$ cat src/rtl/serial_word_receiver_pkg.sv
// Shared definitions for the serial word link (receiver and transmitter).
// Holds the frame state encoding and the default data width.
package serial_word_receiver_pkg;

  localparam int unsigned DEFAULT_WIDTH = 8;

  typedef enum logic [1:0] {
    IDLE  = 2'd0,
    DATA  = 2'd1,
    STOP  = 2'd2,
    BREAK = 2'd3
  } rx_state_t;

endpackage

$ cat src/rtl/serial_word_receiver_sipo_reg.sv
// sipo_reg: WIDTH-bit serial-in / parallel-out register, LSB-first.
// Ports:
//   clk   - clock
//   clr_n - asynchronous active-low clear
//   shift - shift enable; din enters at the MSB, contents move toward the LSB
//   din   - serial input bit
//   q     - parallel contents
module sipo_reg #(
  parameter int unsigned WIDTH = 8
) (
  input  logic             clk,
  input  logic             clr_n,
  input  logic             shift,
  input  logic             din,
  output logic [WIDTH-1:0] q
);

  // After WIDTH shifts the first bit received sits in q[0].
  always_ff @(posedge clk or negedge clr_n) begin
    if (!clr_n) begin
      q <= '0;
    end else if (shift) begin
      q <= {din, q[WIDTH-1:1]};
    end
  end

endmodule

$ cat src/rtl/serial_word_receiver.sv
// serial_word_receiver: assembles start/data/stop frames sampled on bit_en
// into parallel words and offers them on a valid/ready handshake.
// Ports:
//   clk, reset_n - clock, asynchronous active-low reset
//   bit_en       - bit strobe; in is sampled only when high
//   in           - serial line, idle high
//   ready        - downstream accepts data_out when valid is high
//   clr_ovr      - clears the sticky overrun flag
//   data_out     - last good received word
//   valid        - data_out holds an unconsumed word
//   frame_err    - one-cycle pulse on a bad stop bit
//   overrun      - sticky; a good word was dropped while valid was high
module serial_word_receiver
  import serial_word_receiver_pkg::*;
#(
  parameter int unsigned WIDTH = DEFAULT_WIDTH
) (
  input  logic             clk,
  input  logic             reset_n,
  input  logic             bit_en,
  input  logic             in,
  input  logic             ready,
  input  logic             clr_ovr,
  output logic [WIDTH-1:0] data_out,
  output logic             valid,
  output logic             frame_err,
  output logic             overrun
);

  localparam int unsigned CNT_W = (WIDTH > 1) ? $clog2(WIDTH) : 1;
  localparam logic [CNT_W-1:0] CNT_LAST = CNT_W'(WIDTH - 1);

  rx_state_t        state_q, state_d;
  logic [CNT_W-1:0] cnt_q, cnt_d;
  logic [WIDTH-1:0] sreg;
  logic             shift_c;
  logic             stop_good_c;
  logic             frame_err_d;
  logic             load_c;
  logic             drop_c;

  // Data shift register.
  sipo_reg #(.WIDTH(WIDTH)) u_sreg (
    .clk   (clk),
    .clr_n (reset_n),
    .shift (shift_c),
    .din   (in),
    .q     (sreg)
  );

  // State and bit counter registers.
  always_ff @(posedge clk or negedge reset_n) begin
    if (!reset_n) begin
      state_q <= IDLE;
      cnt_q   <= '0;
    end else begin
      state_q <= state_d;
      cnt_q   <= cnt_d;
    end
  end

  // Next-state logic; nothing advances without a bit strobe.
  always_comb begin
    state_d     = state_q;
    cnt_d       = cnt_q;
    shift_c     = 1'b0;
    stop_good_c = 1'b0;
    frame_err_d = 1'b0;
    if (bit_en) begin
      case (state_q)
        IDLE: begin
          if (!in) begin
            state_d = DATA;
            cnt_d   = '0;
          end
        end
        DATA: begin
          shift_c = 1'b1;
          // Park the counter at zero on the last bit so it never wraps mid-frame.
          if (cnt_q == CNT_LAST) begin
            state_d = STOP;
            cnt_d   = '0;
          end else begin
            cnt_d = cnt_q + 1'b1;
          end
        end
        STOP: begin
          if (in) begin
            stop_good_c = 1'b1;
            state_d     = IDLE;
          end else begin
            frame_err_d = 1'b1;
            state_d     = BREAK;
          end
        end
        BREAK: begin
          // Wait for the line to return high so a held-low line cannot start a frame.
          if (in) begin
            state_d = IDLE;
          end
        end
        default: state_d = IDLE;
      endcase
    end
  end

  // A good word loads if the output slot is free or is being drained this cycle.
  assign load_c = stop_good_c & (~valid | ready);
  assign drop_c = stop_good_c & valid & ~ready;

  // Output word, handshake and status flags.
  always_ff @(posedge clk or negedge reset_n) begin
    if (!reset_n) begin
      data_out  <= '0;
      valid     <= 1'b0;
      frame_err <= 1'b0;
      overrun   <= 1'b0;
    end else begin
      frame_err <= frame_err_d;
      if (load_c) begin
        data_out <= sreg;
        valid    <= 1'b1;
      end else if (valid && ready) begin
        valid <= 1'b0;
      end
      if (drop_c) begin
        overrun <= 1'b1;
      end else if (clr_ovr) begin
        overrun <= 1'b0;
      end
    end
  end

endmodule

$ cat config.mk
export PLATFORM = sky130hd
export DESIGN_NAME = serial_word_receiver
export DESIGN_NICKNAME = d
export VERILOG_FILES = /design/src/rtl/serial_word_receiver_pkg.sv /design/src/rtl/serial_word_receiver_sipo_reg.sv /design/src/rtl/serial_word_receiver.sv
export SDC_FILE = /design/constraint.sdc
export NUM_CORES = 1
export LEC_CHECK = 0
export CAP_MARGIN = 20
export CORE_MARGIN = 8
export CORE_UTILIZATION = 35
export DETAILED_ROUTE_END_ITERATION = 6
export HOLD_SLACK_MARGIN = 0.05
export PLACE_DENSITY = 0.53
export SLEW_MARGIN = 0
export SYNTH_ARGS = -nofsm -noshare
export SYNTH_HDL_FRONTEND = slang
export SYNTH_HIERARCHICAL = 1
export SYNTH_SLANG_ARGS = --single-unit
$ cat constraint.sdc
create_clock -name clk -period 3.25 [get_ports clk]
set_clock_uncertainty 0.1 [all_clocks]
set_input_delay 0.65 -clock clk [delete_from_list [all_inputs] [get_ports clk]]
set_output_delay 0.65 -clock clk [all_outputs]
set_load 0.01 [all_outputs]
==> flow_metrics.tcl <==
set metrics [dict create \
    outcome "completed" \
    drv_slew 0 \
    cp_top_family "simple AND/OR/NAND/NOR gates" \
    fin_hold_ws_ns 0.4177 \
    top_layer "met4" \
    hp-class "register to register" \
    nets 94 \
    critPathSlowestCell "clkdlybuf4s50_1" \
    hpwl_mm 1.147 \
    slew-limit-headroom 0.6039 \
    ant_nets 0 \
    worstSetupPathType "primary input to register" \
    final_common_cell "dfrtp_1" \
    vias 571 \
    drcViolationCount 0 \
    clk_latency_ns 0.31 \
    fin_setup_tns_ns 0 \
    hold_viol_final 0 \
    cts_buffers 3 \
    period_share 0.6622 \
    vias_per_cell 4.922 \
    cts_resized 0 \
    antenna_found_initial 0 \
    routed-wl-met2_um 800 \
    grt_max_degree 25 \
    io-pin-count 17 \
    gr-total-overflow 0 \
    worstPathMaxFanout 8 \
    synth_area_leaders "dfrtp_1 59%, mux2_4 24%, a22o_1 3.4%" \
    final_cell_mix "24 x dfrtp_1, 16 x mux2_4, 16 x clkdlybuf4s50_1" \
    period_needed_ns 2.152 \
    nFillCells 271 \
    wl_mm 1.676 \
    p_leak_nw 0.5976 \
    synth_compound_area_frac 0.04902 \
    clock_path_buffers 2 \
    root_buffer "clkbuf_4" \
    stdcell_count 116 \
    fp.coreArea_um2 2758 \
    cts.sinks 24 \
    critPathRequiredTime_ns 3.37 \
    first_iter_violations 19 \
    crit_chain "clkdlybuf4s50_1, nand4b_2, nor2b_2, mux2_4" \
    place_congestion 0.6627 \
    dr.pass1.iters 4 \
    grt_pass1_vias 627 \
    start_util 0.3702 \
    die-area_um2 4901 \
    yosysUniqueCellTypes 15 \
    grt_pass1_wl_mm 2.953 \
    numPortBuffers 16 \
    yosys.area_share.simple 0.07721 \
    cp.buffers_inverters 1 \
    synthXorXnorAreaFrac 0 \
    syn2layout_area_growth_pct 23.90 \
    cap_violations 0 \
    final_layout_size_suffix_gt1_frac 0.2824 \
    die_x_um 70.01 \
    critPathArrivalTime_ns 2.27 \
    syn_area_um2 1021 \
    yosys.area_share.adder 0.02451 \
    start_kind "primary input" \
    synth_top_family_by_area "multiplexers" \
    setup_viol 0 \
    synth_top_area_frac 0.5882 \
    rsz0062_at_grt "no" \
    postCtsSetupBuffers 0 \
    synthCells 65 \
    routedWlPerCell_um 14.45 \
    dp_cells 112 \
    syn_avg_cell_area_um2 15.71 \
    rows 19 \
    seq_area_frac_synth 0.5882 \
    p_per_area_nw_per_um2 807.4 \
    total_power_mw 1.021 \
    grt_use_total 0.07361 \
    fmax_mhz 464.7 \
    cts_hold_buf 0 \
    synthMuxAreaShare 0.2353 \
    tightest_slew_ns 0.5915 \
    cp-end-kind "register" \
    htree_levels 1 \
    peakVddDrop_v 0.0004102 \
    die_h_um 70.01 \
    ys_seq_elements 24 \
    yosys_warnings 6 \
    wl_met1_um 744 \
    synth_nets 73 \
    dr_wl_met3_um 111 \
    yosys.area.top_type "dfrtp_1" \
    cts_tree "built" \
    cts.reportedPaths.clkPinSlew_ns 0.13 \
    antenna_cells 0 \
    critical-path-max-stage-delay_ns 0.59 \
]
==> worst reg2reg max path, cell delays in order (launching register included) <==
cell and delay [ns]:
dfrtp_1 0.44, nand4b_2 0.25, nor2b_2 0.51, mux2_4 0.35
==> layer usage <==
layer,vias up,GRT usage
li1,271,-
met1,283,0.08209
met2,15,0.1117
met3,2,0.04096
met4,0,0.03348
met5,-,0
==> synth_stat cells <==
master     n
a221oi_1   1
a22o_1     4
buf_6      2
dfrtp_1   24
ha_1       2
inv_1      1
mux2_4    16
nand2_1    5
nand2b_1   2
nand3b_1   1
nand4b_2   1
nor2_1     3
nor2b_2    1
nor3_1     1
o22ai_1    1
==> kinds of logic (layout without fill, tap and decap cells) <==
| family | after synthesis | after routing |
|---|---|---|
| flops | 24 | 24 |
| mux | 16 | 16 |
| simple gates | 14 | 14 |
| compound gates | 6 | 6 |
| buf+inv | 3 | 23 |
| fa+ha+maj | 2 | 2 |
==> final cells by class <==
type,count,area [um^2],area share
well taps,31,38.79,0.03066
clock inverters,1,30.03,0.02374
repair buffers,18,175.2,0.1385
inverters,1,3.754,0.002967
multi-input cells,38,394.1,0.3116
clock buffers,3,22.52,0.01780
flip-flops and latches,24,600.6,0.4748
==> worst paths after layout <==
kind                                        start                 endpoint  slack, ns  cells after the start
min reg2reg                state_q[0]$_DFFE_PN0P_      frame_err$_DFF_PN0_       0.42                      1
min in group asynchronous                 reset_n  data_out[1]$_DFFE_PN0P_       0.57                      2
max in group asynchronous                 reset_n  data_out[7]$_DFFE_PN0P_       2.25                      2
max                                            in  data_out[6]$_DFFE_PN0P_       1.10                      4
max reg2reg                state_q[0]$_DFFE_PN0P_  data_out[6]$_DFFE_PN0P_       1.50                      3
min                        state_q[0]$_DFFE_PN0P_      frame_err$_DFF_PN0_       0.42                      1
==> through the flow <==
| stage | instance area [um^2] | setup WS (ns) | util |
|---|---|---|---|
| CTS | 1265 | 1.101 | 0.4587 |
| floorplan | 1021 | 1.586 | - |
| finish | 1265 | 1.098 | 0.4587 |
| detailed placement | 1212 | 0.7374 | 0.4397 |
| global placement | 1212 | 0.7549 | 0.4397 |
| global route | 1265 | 1.007 | 0.4587 |
==> report_power, final <==
group | switching, mW | internal, mW | total [mW]
clock | 0.0906 | 0.125 | 0.215
combinational | 0.101 | 0.225 | 0.326
sequential | 0.0775 | 0.402 | 0.480
==> flip-flops by register name, indices dropped and copies added, names as in the netlist <==
register / cells
data_out: 8
state_q: 2
overrun: 1
u_sreg/q: 8
frame_err: 1
cnt_q: 3
valid: 1
Note: power is estimated with default switching activity, not from simulation.
